--- src/rtl/adder_tree_pkg.sv ---
// Shared types for the adder tree front end: sample width and the loader bank states.
package adder_tree_pkg;

  localparam int SAMPLE_W = 8;

  typedef logic [SAMPLE_W-1:0] sample_t;

  typedef enum logic {
    FILL = 1'b0,
    HOLD = 1'b1
  } loader_state_t;

  // A frame closes on in_last or when the final slot is written.
  function automatic logic frame_closes(input logic last, input logic at_end);
    return last | at_end;
  endfunction

endpackage

--- src/rtl/adder_tree_loader_bank.sv ---
// One frame buffer: N sample slots, write index, sample count and FILL/HOLD state.
module loader_bank
  import adder_tree_pkg::*;
#(
  parameter int N = 4,
  parameter int L = $clog2(N)
) (
  input  logic              clk,
  input  logic              rst,
  input  logic              wr_en,
  input  logic [7:0]        wr_data,
  input  logic              wr_last,
  input  logic              rel,
  output logic              closing,
  output logic [8*N-1:0]    slots,
  output logic [L:0]        count,
  output loader_state_t     state
);

  loader_state_t        state_q, state_d;
  logic [L-1:0]         wr_idx_q, wr_idx_d;
  logic [N-1:0][7:0]    slot_q, slot_d;
  logic [L:0]           count_q, count_d;

  always_comb begin
    state_d  = state_q;
    wr_idx_d = wr_idx_q;
    slot_d   = slot_q;
    count_d  = count_q;
    closing  = 1'b0;
    case (state_q)
      FILL: begin
        if (wr_en) begin
          slot_d[wr_idx_q] = wr_data;
          wr_idx_d         = wr_idx_q + 1'b1;
          if (frame_closes(wr_last, wr_idx_q == L'(N-1))) begin
            closing = 1'b1;
            state_d = HOLD;
            count_d = {1'b0, wr_idx_q} + 1'b1;
          end
        end
      end
      HOLD: begin
        // Clearing every slot on release is what makes short frames zero-padded.
        if (rel) begin
          state_d  = FILL;
          wr_idx_d = '0;
          slot_d   = '0;
          count_d  = '0;
        end
      end
      default: state_d = FILL;
    endcase
  end

  always_ff @(posedge clk or negedge rst) begin
    if (!rst) begin
      state_q  <= FILL;
      wr_idx_q <= '0;
      slot_q   <= '0;
      count_q  <= '0;
    end else begin
      state_q  <= state_d;
      wr_idx_q <= wr_idx_d;
      slot_q   <= slot_d;
      count_q  <= count_d;
    end
  end

  assign slots = slot_q;
  assign count = count_q;
  assign state = state_q;

endmodule

--- src/rtl/adder_tree_loader.sv ---
// Serial-to-parallel loader feeding the adder tree stage_zero vector.
// Build option ADDER_TREE_LOADER_DOUBLE_BUF_EN selects ping-pong banks instead of one bank.
module adder_tree_loader
  import adder_tree_pkg::*;
#(
  parameter int  N = 4,
  localparam int L = $clog2(N)
) (
  input  logic              clk,
  input  logic              rst,
  input  logic              in_valid,
  output logic              in_ready,
  input  logic [7:0]        in_data,
  input  logic              in_last,
  output logic              out_valid,
  input  logic              out_ready,
  output logic [8*N-1:0]    stage_zero,
  output logic [L:0]        out_count
);

  // Handshakes: a beat/frame transfers on a rising edge where valid and ready are
  // both 1; out_valid, stage_zero and out_count hold until that transfer happens.
  logic accept;
  logic release_frame;

  assign accept        = in_valid & in_ready;
  assign release_frame = out_valid & out_ready;

`ifdef ADDER_TREE_LOADER_DOUBLE_BUF_EN

  logic            wr_sel_q, wr_sel_d;
  logic            rd_sel_q, rd_sel_d;
  logic [1:0]      bank_close;
  logic [8*N-1:0]  bank_slots [2];
  logic [L:0]      bank_count [2];
  loader_state_t   bank_state [2];

  for (genvar b = 0; b < 2; b++) begin : g_bank
    loader_bank #(.N(N), .L(L)) u_bank (
      .clk     (clk),
      .rst     (rst),
      .wr_en   (accept && (wr_sel_q == 1'(b))),
      .wr_data (in_data),
      .wr_last (in_last),
      .rel     (release_frame && (rd_sel_q == 1'(b))),
      .closing (bank_close[b]),
      .slots   (bank_slots[b]),
      .count   (bank_count[b]),
      .state   (bank_state[b])
    );
  end

  // Write and read pointers each toggle once per frame, so frames leave in fill order.
  always_comb begin
    wr_sel_d   = wr_sel_q ^ (|bank_close);
    rd_sel_d   = rd_sel_q ^ release_frame;
    in_ready   = (bank_state[wr_sel_q] == FILL);
    out_valid  = (bank_state[rd_sel_q] == HOLD);
    stage_zero = bank_slots[rd_sel_q];
    out_count  = bank_count[rd_sel_q];
  end

  always_ff @(posedge clk or negedge rst) begin
    if (!rst) begin
      wr_sel_q <= 1'b0;
      rd_sel_q <= 1'b0;
    end else begin
      wr_sel_q <= wr_sel_d;
      rd_sel_q <= rd_sel_d;
    end
  end

`else

  loader_state_t   bank_state;
  logic [8*N-1:0]  bank_slots;
  logic [L:0]      bank_count;
  logic            close_unused;

  loader_bank #(.N(N), .L(L)) u_bank (
    .clk     (clk),
    .rst     (rst),
    .wr_en   (accept),
    .wr_data (in_data),
    .wr_last (in_last),
    .rel     (release_frame),
    .closing (close_unused),
    .slots   (bank_slots),
    .count   (bank_count),
    .state   (bank_state)
  );

  always_comb begin
    in_ready   = (bank_state == FILL);
    out_valid  = (bank_state == HOLD);
    stage_zero = bank_slots;
    out_count  = bank_count;
  end

`endif

endmodule
--- config.mk ---
export PLATFORM = sky130hd
export DESIGN_NAME = adder_tree_loader
export DESIGN_NICKNAME = d
export VERILOG_FILES = /design/src/rtl/adder_tree_pkg.sv /design/src/rtl/adder_tree_loader_bank.sv /design/src/rtl/adder_tree_loader.sv
export SDC_FILE = /design/constraint.sdc
export NUM_CORES = 1
export LEC_CHECK = 0
export BUFFER_PORTS_ARGS = -buffer_cell sky130_fd_sc_hd__buf_2
export CAP_MARGIN = 20
export CORE_UTILIZATION = 40
export CTS_CLUSTER_DIAMETER = 200
export DETAILED_ROUTE_END_ITERATION = 10
export PLACE_DENSITY = 0.68
export SKIP_LAST_GASP = 1
export SLEW_MARGIN = 0
export SYNTH_ARGS = -nofsm -noshare
export SYNTH_HDL_FRONTEND = slang
export SYNTH_HIERARCHICAL = 1
export SYNTH_SLANG_ARGS = --single-unit
--- constraint.sdc ---
create_clock -name clk -period 1.8 [get_ports clk]
set_input_delay 0.27 -clock clk [delete_from_list [all_inputs] [get_ports clk]]
set_output_delay 0.27 -clock clk [all_outputs]
set_load 0.02 [all_outputs]
==> results of run 1 <==
==> logic make-up after synthesis <==
kind of cell | after synthesis
xor+xnor | 1
compound gates | 41
mux | 17
fa+ha+maj | 4
buf+inv | 11
simple gates | 34
flops | 38
==> synthesized netlist by cell type (all sizes together) (4+ instances only) <==
master,number,area share
o21ai,20,0.059
a22o,16,0.083
ha,4,0.030
inv,4,0.0089
buf,5,0.022
mux2i,17,0.10
nand2,24,0.053
dfrtp,38,0.56
==> power by group through the flow <==
stage	Combinational, mW	Clock (mW)	Sequential [mW]
finish	1.83	0.889	1.48
global route	2.01	0.947	1.53
CTS	1.85	0.909	1.49
detailed placement	1.85	0	1.48
global placement	1.82	0	1.50
floorplan	0.765	0	1.93
==> placed cells by master, fill, tap and decap left out <==
| cell type | instances |
|---|---|
| buf_2 | 49 |
| dfrtp_1 | 38 |
| nand2_1 | 24 |
| o21ai_0 | 20 |
| mux2i_1 | 17 |
| a22o_1 | 16 |
| clkbuf_8 | 6 |
| inv_1 | 4 |
| ha_1 | 4 |
| buf_4 | 3 |
| and2_1 | 2 |
| nor2b_1 | 2 |
| bufinv_16 | 2 |
| and3b_1 | 2 |
| a21oi_4 | 2 |
| buf_12 | 1 |
| and2b_1 | 1 |
| or2_2 | 1 |
| or2_1 | 1 |
| a22oi_1 | 1 |
| a221oi_1 | 1 |
| a21o_1 | 1 |
| nand3_1 | 1 |
| xnor2_1 | 1 |
==> flip-flops by register name (all words and copies together), names as in the netlist <==
signal and count:
u_bank/count 3, u_bank/slots 32, u_bank/state 1, u_bank/wr_idx_q 2
==> stage by stage <==
stage            util  total power [mW]  instance area, um^2  hold WS, ns
2_1_floorplan       -             2.698                 1694     -0.02559
3_3_place_gp   0.4963             3.316                 1999       0.3416
3_5_place_dp   0.4963             3.332                 1999       0.3451
4_1_cts        0.5317             4.239                 2142      0.02571
5_1_grt        0.5317             4.489                 2142      0.05289
6_report       0.5317             4.198                 2142      0.01173
==> layout make-up <==
| type | instances | area [um^2] |
|---|---|---|
| Sequential cell | 38 | 950.9 |
| Fill cell | 381 | 1887 |
| Inverter | 4 | 15.01 |
| Multi-Input combinational cell | 97 | 683.2 |
| Clock buffer | 6 | 82.58 |
| Timing Repair Buffer | 53 | 287.8 |
| Clock inverter | 2 | 60.06 |
| Tap cell | 50 | 62.56 |
==> worst reg2reg max path: stages, from the launching register on <==
cell and delay [ns]:
dfrtp_1 0.42, inv_1 0.11, ha_1 0.20, and3b_1 0.32
a21oi_4 0.31, a22o_1 0.18
==> how the worst max path moves through the flow <==
stage / startpoint / endpoint / slack (ns)
floorplan: u_bank/state / u_bank/slots[10] / 0.20
global placement: u_bank/wr_idx_q[0] / u_bank/slots[2] / 0.23
detailed placement: u_bank/state / u_bank/slots[3] / 0.23
CTS: u_bank/wr_idx_q[0] / u_bank/slots[1] / 0.22
global route: u_bank/wr_idx_q[0] / u_bank/slots[0] / 0.12
finish: u_bank/wr_idx_q[0] / u_bank/slots[0] / 0.22
==> per-layer routing <==
| layer | up-vias | routed length, um | track usage |
|---|---|---|---|
| li1 | 620 | - | - |
| met1 | 603 | 1856 | 0.2721 |
| met2 | 49 | 1603 | 0.2513 |
| met3 | 8 | 268 | 0.06507 |
| met4 | 0 | 78 | 0.08511 |
| met5 | - | 0 | 0 |
==> results.md, run 1 <==
* Outcome: finished, final reports clean
* Relative max-transition margin at 0.6920
* Post-synthesis simple-gate area fraction at 0.09306
* Dpl cells at 242
* Ports at 50
* Nets at about 220
* Post-DRT Antenna Nets at 0
* Layout Cells excl Fill at 250
* Synthesized area at 0.001694 mm^2
* Starting Density at 0.4205
* Critical path, cell by cell: inv_1 > ha_1 > and3b_1 > a21oi_4 > a22o_1
* Placement Rows at 23
* CP required at between 2 and 2.5 ns
* Buf+Inv Stages, Crit Path at 1
* Longest Clk Path Bufs at 2
* Vias at 1280
* CP max FO at 9
* Max Freq at 634.7 MHz
* Largest family of logic cells by synthesized area: compound AO/OA/AOI/OAI gates
* CTS buffer count at 5
* Post-route setup slack at 0.2243 ns
* DR iter-0 viols at 103
* RR Endpoint: u_bank/slots[0]
* Register area share after synthesis at 0.5613
* Avg Synthesized Cell Area at 11.60 um^2
* Arr. time, crit path at roughly 1.8 ns
* # diodes at 0
* Clk root buf: clkbuf_8
* Total of max-cap violations at 0
* Post-synth EDFFs at 0
* Setup bufs post-CTS at 0
* Least-Margin Pin Slew at 0.4621 ns
* Combinational share of power at 0.436
* Multiplexer share of the synthesized area at 0.1004
* Drt total wl at 3.807 mm
* Vias per inst at between 5 and 6
* Synth Area in Compound Gates at 0.1750
* CP Launch Type: flop
* P_sw at 1.673 mW
* Slew Viols, Final at 0
* Clock skew at between 0.005 and 0.006 ns
* Share of power burned in registers at 0.353
* Reg2reg path depth at 5
* Largest net degree at the start of global routing at 39
* Clk slew on worst S/H paths at 0.08 ns
* Min cycle time layout at 1.576 ns
* Crit-path slowest cell: dfrtp_1
* Sw Ratio at 0.3985
* Die area at 0.004500 mm^2
* Area growth from synthesis to layout at 26.44%
* Pleak at between 1 and 1.5 nW
* Most frequently used flop master after synthesis: dfrtp_1
* CP max stage delay at 0.42 ns
* Fraction of the mapped netlist area in adder cells at 0.02954
* Crit. End Element: flop
* CTS tree: built
* Async SR Flop Fraction at 1.000
* First-pass GRT wire length at 5.975 mm
* Layout cells sized above 1 at 0.3200
* Final period util at 0.8754
* Clock sinks at 38
* Warning count from the yosys run at 6
* P_int at 2.525 mW
* Fraction of synthesized cell area in xor and xnor cells at 0.005170
* Stages on worst setup path at 5
* Antenna violations before repair at 0
* Peak VDD IR at between 900 and 1000 uV
* TritonRoute pass-1 iters at 4
* RSZ-0062 raised after global routing: no
* Routed WL per cell at 15.23 um
* # resized after CTS at 0
* Die width at 67.08 um
* # setup viols final at 0
* Cts hold-fix bufs at 0
* Hpwl dp at 2.537 mm
* Core ar. at 0.004029 mm^2
* Yosys reg bits at 38
* Vias in the first global route at 1174
* Worst Hold Class: in -> async
* RD Place Congestion at 0.7141
* Synth Instances at approximately 150
* Crit path kind: reg -> reg
* RR Startpoint: u_bank/wr_idx_q[0]
* Total GRT Usage at 0.1896
* Worst skew pair latency at 0.29 ns
* Die height at roughly 67 um
* Post-synthesis cell type count at 22
* PD cells at 1960 mW/mm^2
* Syn nets at 163
* DRC viols at 0
* IO buf count at 49
* Setup_tns at 0 ns
* CTS H-tree depth at 2
* Register-to-Register Setup Slack at 0.22 ns
* Gr ovfl total at 0
* Crit path max-delay family: compound AO/OA/AOI/OAI gates
* Place WS at 0.2286 ns
* Final hold vios at 0
* Clk network pwr share at 0.212
(Power assumes the default switching activity.)
==> inputs of run 2 (changes only) <==
==> constraint.sdc (replaced) <==
create_clock -name clk -period 1.51 [get_ports clk]
set_input_delay 0.2265 -clock clk [delete_from_list [all_inputs] [get_ports clk]]
set_output_delay 0.2265 -clock clk [all_outputs]
set_load 0.02 [all_outputs]
==> results.md, run 2 (synthesis gave the netlist of run 1 again) <==
* CP max FO at 3
* Post-DRT Antenna Nets at 0
* Worst Hold Class: in -> reg
* RD Place Congestion at 0.7332
* IO buf count at 49
* RSZ-0062 raised after global routing: yes
* Longest Clk Path Bufs at 2
* Die area at 0.004500 mm^2
* Final period util at 0.9750
* DR iter-0 viols at 80
* Post-route setup slack at 0.03780 ns
* Util after Layout at 0.5506
* Clk root buf: clkbuf_8
* Clock sinks at 38
* Outcome: finished, final reports clean
* Die height at ~67 um
* Peak VDD IR at 942.1 uV
* CP required at 1.68 ns
* Die width at 67.08 um
* Clock skew at 0.009474 ns
* Max Freq at 679.3 MHz
* Sw Ratio at 0.4274
* Arr. time, crit path at 1.64 ns
* Layout Cells excl Fill at 260
* Crit. End Element: flop
* Dpl cells at 248
* Ports at 50
* Max FFs per register at 32
* # diodes at 0
* Clk slew on worst S/H paths at roughly 0.080 ns
* Crit path launch: u_bank/wr_idx_q[1]
* TritonRoute pass-1 iters at 4
* CP Launch Type: flop
* Total GRT Usage at 0.2119
* Final hold vios at 0
* Pleak at 1.236 nW
* Routed WL per cell at 16.52 um
* Area growth from synthesis to layout at 30.95%
* Crit path kind: reg -> reg
* Core ar. at 0.004029 mm^2
* Starting Density at 0.4205
* Layout cells sized above 1 at 0.3857
* First-pass GRT wire length at 6.672 mm
* Hpwl dp at approximately 3.0 mm
* Drt total wl at 4.294 mm
* Combinational share of power at 0.498
* Largest net degree at the start of global routing at 31
* P_sw at 2.093 mW
* Clk network pwr share at 0.138
* Placement Rows at 23
* Relative max-transition margin at 0.7206
* DRC viols at 0
* Vias in the first global route at 1285
* Most common cell after layout, fill and taps aside: buf_2
* Slew Viols, Final at 0
* P_int at 2.804 mW
* Antenna violations before repair at 0
* Place WS at -0.07921 ns
* CTS tree: built
* RR Startpoint: u_bank/wr_idx_q[1]
* Least-Margin Pin Slew at 0.4192 ns
* PD cells at around 2200 mW/mm^2
* Worst skew pair latency at 0.29 ns
* Nets at 226
* Total of max-cap violations at 0
* Vias at 1400
* Share of power burned in registers at 0.364
* Min cycle time layout at 1.472 ns
* # setup viols final at 0
* CTS buffer count at 5
* CTS H-tree depth at 2
* Commonest non-fill, non-tap cells in the layout: 49 x buf_2, 37 x dfrtp_1, 23 x nand2_1, 20 x o21ai_0
* Hold Path Origin: in_data[3]
* Vias per inst at around 5.4
* Gr ovfl total at 0
-- run 2: critical path: stages (launching register included) --
cell     delay, ns
dfrtp_1       0.41
ha_2          0.20
or2_2         0.32
and2_1        0.19
or2_1         0.24
-- run 2: final cells by class --
type / count / area (um^2)
inverters: 4 / 15.01
clock inverters: 2 / 13.76
multi-input cells: 97 / 711.9
well taps: 50 / 62.56
repair buffers: 63 / 390.4
clock buffers: 6 / 72.57
fillers: 344 / 1810
flip-flops and latches: 38 / 952.2
-- run 2: metrics by stage --
stage                     area [um^2]  power [mW]  hold slack [ns]  TNS (ns)
after detailed placement         2071       4.137           0.1903   -0.9880
final                            2218       4.896           0.2468         0
after global placement           2071       4.057           0.1913  -0.04917
after floorplan                  1695       3.219         -0.06909         0
after global routing             2218       5.213           0.2474  -0.03215
after CTS                        2183       4.860           0.2395         0
-- run 2: metal layers --
metal  wire length [um]  global-route usage  share of wire
met1               1840              0.3107           0.43
met2               2084              0.2975           0.49
met3                303             0.05137          0.071
met4                 66             0.07979          0.015
met5                  0                   0              0
-- run 2: path summary, 6_finish.rpt --
check | to | cells after the start | slack, ns
setup / recovery | u_bank/state | 4 | 0.04
hold / removal | u_bank/slots[27] | 2 | 0.25
setup reg to reg | u_bank/state | 4 | 0.04
hold reg to reg | u_bank/slots[0] | 1 | 0.50
max in group asynchronous | u_bank/slots[3] | 3 | 0.61
min in group asynchronous | u_bank/slots[28] | 2 | 0.40
-- run 2: repair_timing --
item,4_1_cts,5_1_grt
endpoints found under the hold margin,17,0
setup buffers,1,2
endpoints found under the setup margin,25,11
gates cloned,0,0
hold buffers,1,0
gates resized for setup,5,6
-- run 2: power groups by stage --
stage	sequential (mW)	combinational, mW	clock [mW]
floorplan	2.31	0.912	0
global placement	1.77	2.29	0
detailed placement	1.78	2.36	0
CTS	1.78	2.39	0.695
global route	1.84	2.63	0.745
finish	1.78	2.44	0.677
